$ cat config.mk
export PLATFORM = sky130hd
export DESIGN_NAME = fifo_drain_reader
export DESIGN_NICKNAME = d
export VERILOG_FILES = /design/src/rtl/fifo_drain_reader.sv
export SDC_FILE = /design/constraint.sdc
export NUM_CORES = 1
export LEC_CHECK = 0
export ABC_CLOCK_PERIOD_IN_PS = 2500
export CORE_MARGIN = 2
export CORE_UTILIZATION = 38
export DETAILED_ROUTE_END_ITERATION = 10
export DONT_BUFFER_PORTS = 1
export SLEW_MARGIN = 30
export SYNTH_ARGS = -nofsm -noshare
export SYNTH_HDL_FRONTEND = slang
export SYNTH_SLANG_ARGS = --single-unit
$ cat constraint.sdc
create_clock -name clk -period 2.5 [get_ports clk]
set_input_delay 0 -clock clk [delete_from_list [all_inputs] [get_ports clk]]
set_output_delay 0 -clock clk [all_outputs]
set_load 0.01 [all_outputs]
$ cat src/rtl/fifo_drain_reader.sv
// Read-side master for the 8x32 synchronous FIFO: issues pops, absorbs the one-cycle
// read latency in a 2-entry skid buffer and frames the output stream into fixed bursts.
module fifo_drain_reader #(
    parameter int unsigned DATA_WIDTH = 32,
    parameter int unsigned BURST_LEN  = 4
) (
    input  logic                  clk,
    input  logic                  rst,
    input  logic                  enable,
    input  logic                  fifo_empty_n,
    output logic                  fifo_read_en,
    input  logic [DATA_WIDTH-1:0] fifo_data,
    output logic                  m_valid,
    input  logic                  m_ready,
    output logic [DATA_WIDTH-1:0] m_data,
    output logic                  m_last,
    output logic [15:0]           word_count,
    output logic                  busy
);
    localparam int unsigned CNT_W  = 16;
    localparam int unsigned BEAT_W = 8;
    localparam logic [BEAT_W-1:0] LAST_BEAT = BEAT_W'(BURST_LEN - 1);

    typedef enum logic [1:0] {
        IDLE  = 2'd0,
        RUN   = 2'd1,
        DRAIN = 2'd2
    } state_e;

    state_e                state_q, state_d;
    logic [DATA_WIDTH-1:0] head_q, head_d;
    logic [DATA_WIDTH-1:0] tail_q, tail_d;
    logic [1:0]            occ_q, occ_d;
    logic                  inflight_q, inflight_d;
    logic [BEAT_W-1:0]     beat_cnt_q, beat_cnt_d;
    logic [CNT_W-1:0]      word_count_q, word_count_d;

    logic                  pop;
    logic [2:0]            pending;
    logic [1:0]            occ_after_pop;

    // Read issue: only when the buffer can still absorb everything already committed.
    always_comb begin
        pop          = (occ_q != 2'd0) && m_ready;
        pending      = 3'(occ_q) + 3'(inflight_q) - 3'(pop);
        fifo_read_en = enable && fifo_empty_n && (state_q == RUN) && (pending < 3'd2);
    end

    always_comb begin
        state_d       = state_q;
        head_d        = head_q;
        tail_d        = tail_q;
        occ_d         = occ_q;
        inflight_d    = fifo_read_en;
        beat_cnt_d    = beat_cnt_q;
        word_count_d  = word_count_q;
        occ_after_pop = occ_q - 2'(pop);

        if (pop) begin
            head_d       = tail_q;
            word_count_d = word_count_q + CNT_W'(1);
            beat_cnt_d   = (beat_cnt_q == LAST_BEAT) ? '0 : beat_cnt_q + BEAT_W'(1);
        end

        // Returning word lands behind whatever survives this cycle's pop.
        if (inflight_q) begin
            if (occ_after_pop == 2'd0) begin
                head_d = fifo_data;
            end else begin
                tail_d = fifo_data;
            end
            occ_d = occ_after_pop + 2'd1;
        end else begin
            occ_d = occ_after_pop;
        end

        case (state_q)
            IDLE: begin
                if (enable) begin
                    state_d = RUN;
                end
            end
            RUN: begin
                if (!enable) begin
                    state_d = ((occ_q != 2'd0) || inflight_q) ? DRAIN : IDLE;
                end
            end
            DRAIN: begin
                if (enable) begin
                    state_d = RUN;
                end else if ((occ_q == 2'd0) && !inflight_q) begin
                    state_d = IDLE;
                end
            end
            default: state_d = IDLE;
        endcase
    end

    always_ff @(posedge clk or negedge rst) begin
        if (!rst) begin
            state_q      <= IDLE;
            head_q       <= '0;
            tail_q       <= '0;
            occ_q        <= 2'd0;
            inflight_q   <= 1'b0;
            beat_cnt_q   <= '0;
            word_count_q <= '0;
        end else begin
            state_q      <= state_d;
            head_q       <= head_d;
            tail_q       <= tail_d;
            occ_q        <= occ_d;
            inflight_q   <= inflight_d;
            beat_cnt_q   <= beat_cnt_d;
            word_count_q <= word_count_d;
        end
    end

    assign m_valid    = (occ_q != 2'd0);
    assign m_data     = head_q;
    assign m_last     = (beat_cnt_q == LAST_BEAT);
    assign word_count = word_count_q;
    assign busy       = (state_q != IDLE);

endmodule
## After elaboration in Yosys (flattened, before gate mapping)

Cells that the tools add are included.

| operators by class | value |
|---|---|
| $add $sub $neg | 6 |
| $mul | 0 |
| divide/modulo/power cells | 0 |
| $lt $le $gt $ge | 1 |
| equal/unequal tests | 6 |
| shift operators | 0 |
| mux-type cells | 11 |
| bitwise gates (word level) | 1 |
| reduce and logical (&&, ||, !) cells | 14 |

Operators with widths:

| operator | count |
|---|---|
| 2-to-1 mux 32 bit | 3 |
| adder 16 x 1 -> 16 bit (second input constant) | 1 |
| 2-to-1 mux 2 bit | 6 |
| adder 8 x 1 -> 8 bit (second input constant) | 1 |
| equality test 8 x 2 -> 1 bit (second input constant) | 1 |
| 2-to-1 mux 8 bit | 1 |
| zero test 2 bit | 3 |
| one-hot mux 2 bit (3 select lines) | 1 |
| logical AND 1 bit | 5 |
| != test 2 bit (second input constant) | 2 |
| nonzero test 2 bit | 2 |
| adder 2 x 1 -> 3 bit | 1 |
| < comparator 3 x 2 -> 1 bit (second input constant) | 1 |
| != test 3 bit (second input constant) | 1 |
| AND reduction 3 bit | 1 |
| subtractor 3 x 1 -> 3 bit | 1 |
| adder 2 x 1 -> 2 bit (second input constant) | 1 |
| equality test 2 x 1 -> 1 bit (second input constant) | 1 |
| equality test 2 bit (second input constant) | 1 |
| AND reduction 2 bit | 1 |
| subtractor 2 x 1 -> 2 bit | 1 |
| zero test 1 bit | 1 |
| logical OR 1 bit | 1 |
| inverter 1 bit | 1 |

| word-level totals | value |
|---|---|
| register bits | 93 |
| latch bits | 0 |
| bits in writable memories | 0 |
| memory bits (read-only) | 0 |
| memories | 0 |

## Longest topological paths before layout

| logic depth | value |
|---|---|
| depth in word-level cells | 6 |
| mapped depth | 9 |

## Worst setup path after synthesis

Ideal clock, no wire load.

| path | value |
|---|---|
| path kind | reg-to-reg |
| from | reg occ_q[1] |
| to | reg inflight_q |
| setup time | 148 ps |
| arrival time | 2073 ps |
| required time | 2352 ps |
| setup slack | 279 ps |
| cell stages (with the launch flop) | 8 |
| path through | dfrtp_1 o21ai_1 buf_4 buf_2 nor2_1 fa_1 xor2_1 nor3_1 |

| on the way | value |
|---|---|
| cells in the longest elaborated chain, start to end | 5 |
| elaborated cells on any way between the ends | 6 |

Ends and longest elaborated chain:

| what | RTL line | text |
|---|---|---|
| from (decl) | 33 | `logic [1:0] occ_q, occ_d;` |
| from (signal assigned) | 104 | `occ_q <= 2'd0;` |
| from (signal assigned) | 112 | `occ_q <= occ_d;` |
| parallel branches: the longest is 2 deep, another holds adder 2 x 1 -> 3 bit | - |  |
| subtractor 3 x 1 -> 3 bit * | 45 | `pending = 3'(occ_q) + 3'(inflight_q) - 3'(pop);` |
| < comparator 3 x 2 -> 1 bit * | 46 | `fifo_read_en = enable && fifo_empty_n && (state_q == RUN) && (pending < 3'd2);` |
| logical AND 1 bit * | 46 |  |
| net fifo_read_en | 11 | `output logic fifo_read_en,` |
| to (signal assigned) | 113 | `inflight_q <= inflight_d;` |
| to (decl) | 34 | `logic inflight_q, inflight_d;` |

Mark *: on every way through the listed nets, which the timed path passes.
A chain may end at the register's enable or synchronous reset.

## Worst setup path after layout

| path | value |
|---|---|
| from | reg occ_q[1] |
| to | out fifo_read_en |

| on the way | value |
|---|---|
| cells in the longest elaborated chain, start to end | 5 |
| elaborated cells on any way between the ends | 6 |

Ends and longest elaborated chain:

| what | RTL line |
|---|---|
| parallel branches: the longest is 2 deep, another holds adder 2 x 1 -> 3 bit | - |
| subtractor 3 x 1 -> 3 bit * | 45 |
| < comparator 3 x 2 -> 1 bit * | 46 |
| logical AND 1 bit * | 46 |
| to (decl) | 11 |

Mark *: on every way between the ends.

==> flow_summary.json <==
{
  "seq_area_um2": 2330,
  "total_power_mw": 4.08,
  "fp-row-count": 37,
  "hold_path.class": "input pin to flop",
  "place.gp.congestion": 0.729,
  "io_buffers": 0,
  "final_common_cell": "dfrtp_1",
  "worstSetupPathType": "flop to primary output",
  "grt_usage_pct": 15.1,
  "multi_input_area_um2": 1600,
  "min_period_ps": 2200,
  "r2r_end": "tail_q[2]$_DFFE_PN0P_",
  "maxSlewHeadroom_pct": 66.8,
  "first_iter_violations": 124,
  "timing.hold.ws_ps": 68.9,
  "crit_end": "fifo_read_en",
  "synth.largest_area_cell": "dfrtp_1",
  "postCtsSetupBuffers": 0,
  "syn-mean-instance-area_um2": 12.0,
  "r2r_slack_ps": 560,
  "vias_per_cell": 4.99,
  "skew_ps": 5.12,
  "worstPathRequired_ps": 2500,
  "setup_viol": 0,
  "ctsRootBufferMaster": "clkbuf_8",
  "cp-start-kind": "flop",
  "hold_violations": 0,
  "chipWidth_um": 106,
  "max_freq_mhz": 455,
  "numCtsBuffers": 9,
  "ant_nets": 0,
  "vias": 2556,
  "drc": 0,
  "synth_top_area_share_pct": 58.4,
  "powerDensity_nw_per_um2": 866,
  "regToRegStartpoint": "occ_q[1]$_DFF_PN0_",
  "drive_gt1_share_pct": 16.5,
  "maxCapViolCount": 0,
  "fin_crit_sh_pct": 87.9,
  "cts.clk_slew.worst_paths_ps": 90,
  "cp.arrival_ps": 2200,
  "cp_max_fo": 8,
  "worst_pin_slew_ps": 493,
  "grt_pass1_wl_um": 13400,
  "diodes": 0,
  "clock_latency_ps": 360,
  "grt_max_degree": 94,
  "startpoint": "occ_q[1]$_DFF_PN0_",
  "cts.htree.levels": 3,
  "antenna_found_initial": 0,
  "rsz0062_at_grt": "no",
  "clock_sinks": 93,
  "netlist_instances": 332,
  "synth-seq-area-share_pct": 58.4,
  "outcome": "finished, final reports clean",
  "nets": 412,
  "fillers": 944,
  "place_hpwl_um": 5130,
  "wl_um": 7700,
  "syn_to_final_growth_pct": 18.4,
  "dieArea_um2": 11300,
  "clk_path_buf_depth": 2,
  "synth_warnings": 0,
  "floorplan.initialDensity_pct": 38.9,
  "tns_ps": 0,
  "cp-end-kind": "primary output",
  "p_leak_nw": 2.30,
  "synth.top_cells.by_area": "dfrtp_1 (58%), mux2_2 (8.8%), mux2i_1 (8.0%)",
  "coreArea_um2": 10200,
  "r2r_cells": 7,
  "wire_per_inst_um": 15.0,
  "die_h_um": 106,
  "syn_area_um2": 3980,
  "grt_pass1_vias": 2693,
  "syn-num-nets": 373,
  "ys_seq_elements": 93,
  "layout_common_cells": "dfrtp_1 (93), nand2_1 (52), dlygate4sd3_1 (36)",
  "drv_slew": 0,
  "synth.distinct_cells": 32,
  "grt-ovfl-total": 0,
  "peakVddDrop_mv": 0.318,
  "pin_count": 89,
  "drt_pre_antenna_iters": 4,
  "cts_tree": "yes",
  "min_from": "m_ready"
}
-- cells in the mapped netlist --
library cell / count
xor2_1: 9
o21a_1: 1
or4b_4: 1
and4_1: 1
nor2_2: 1
mux2_2: 31
mux2_1: 1
and3_1: 3
o2111ai_1: 1
nand4_1: 6
o21ai_0: 34
clkbuf_1: 8
or4b_1: 1
o21ai_1: 1
nor2b_1: 1
and2_1: 2
or2_2: 3
nor4_2: 1
nand2_1: 52
buf_2: 6
xnor2_1: 14
buf_4: 2
dfrtp_1: 93
nor3_1: 6
mux2i_1: 32
nor2_1: 8
fa_1: 1
inv_1: 1
a21oi_1: 1
nand3_1: 5
a21o_1: 2
ha_1: 3
-- metrics by stage --
step / area [um^2] / worst slack [ps] / util, % / std cells
after global placement: 4150 / 587 / 40.6 / 459
after floorplan: 3980 / 279 / - / 332
final: 4720 / 303 / 46.1 / 512
after CTS: 4720 / 272 / 46.1 / 512
after detailed placement: 4150 / 542 / 40.6 / 459
after global routing: 4720 / 153 / 46.1 / 512
-- state kept, by name, indices dropped and copies added, names as in the netlist --
register and cells:
beat_cnt_q 8, inflight_q 1, occ_q 2, tail_q 32
m_data 32, word_count 16, state_q 2
-- layout make-up --
| cell class | count | share of cell area, % |
|---|---|---|
| flip-flops and latches | 93 | 49.3 |
| multi-input cells | 222 | 33.8 |
| repair buffers | 44 | 9.34 |
| well taps | 136 | 3.61 |
| clock buffers | 13 | 3.37 |
| clock inverters | 3 | 0.424 |
| inverters | 1 | 0.0796 |
-- per-layer routing --
| layer | wire [um] | vias up | share of wire [%] | global-route usage [%] |
|---|---|---|---|---|
| met5 | 0 | - | 0 | 0 |
| met3 | 605 | 9 | 7.9 | 5.95 |
| li1 | - | 1221 | - | - |
| met1 | 3440 | 1259 | 45 | 19.1 |
| met2 | 3550 | 67 | 46 | 23.2 |
| met4 | 102 | 0 | 1.3 | 5.92 |
-- kinds of logic (layout without fill, tap and decap cells) --
family | after synthesis | count (layout) | synth area share, %
compound gates | 40 | 40 | 5.31
xor+xnor | 23 | 23 | 5.06
fa+ha+maj | 4 | 4 | 1.45
buf+inv | 17 | 61 | 1.98
flops | 93 | 93 | 58.4
mux | 64 | 64 | 17.1
simple gates | 91 | 91 | 10.7
-- worst max-delay path, cell delays in order (launching register included) --
cell	delay (ps)
dfrtp_1	500
o21ai_4	210
nor2_1	80
fa_1	410
xor2_1	160
nor3_1	290
buf_4	180
-- power breakdown --
part	internal, mW	leakage [nW]	switching, mW
Sequential	1.92	1.23	0.444
Clock	0.415	0.0857	0.509
Combinational	0.426	0.986	0.371
-- worst min path at each step --
stage	to	cells after the start	slack (ps)
floorplan	beat_cnt_q[0]$_DFFE_PN0P_	0	-300
global placement	beat_cnt_q[4]$_DFFE_PN0P_	0	-290
detailed placement	state_q[0]$_DFFE_PN0P_	0	-290
CTS	word_count[6]$_DFFE_PN0P_	3	50
global route	word_count[6]$_DFFE_PN0P_	3	90
finish	word_count[8]$_DFFE_PN0P_	4	70
-- repair_timing --
action | 4_1_cts | 5_1_grt
hold buffers | 37 | 0
gates resized for setup | 0 | 0
endpoints found under the hold margin | 165 | 0
setup endpoints to repair | 0 | 0
(Power assumes the default switching activity.)
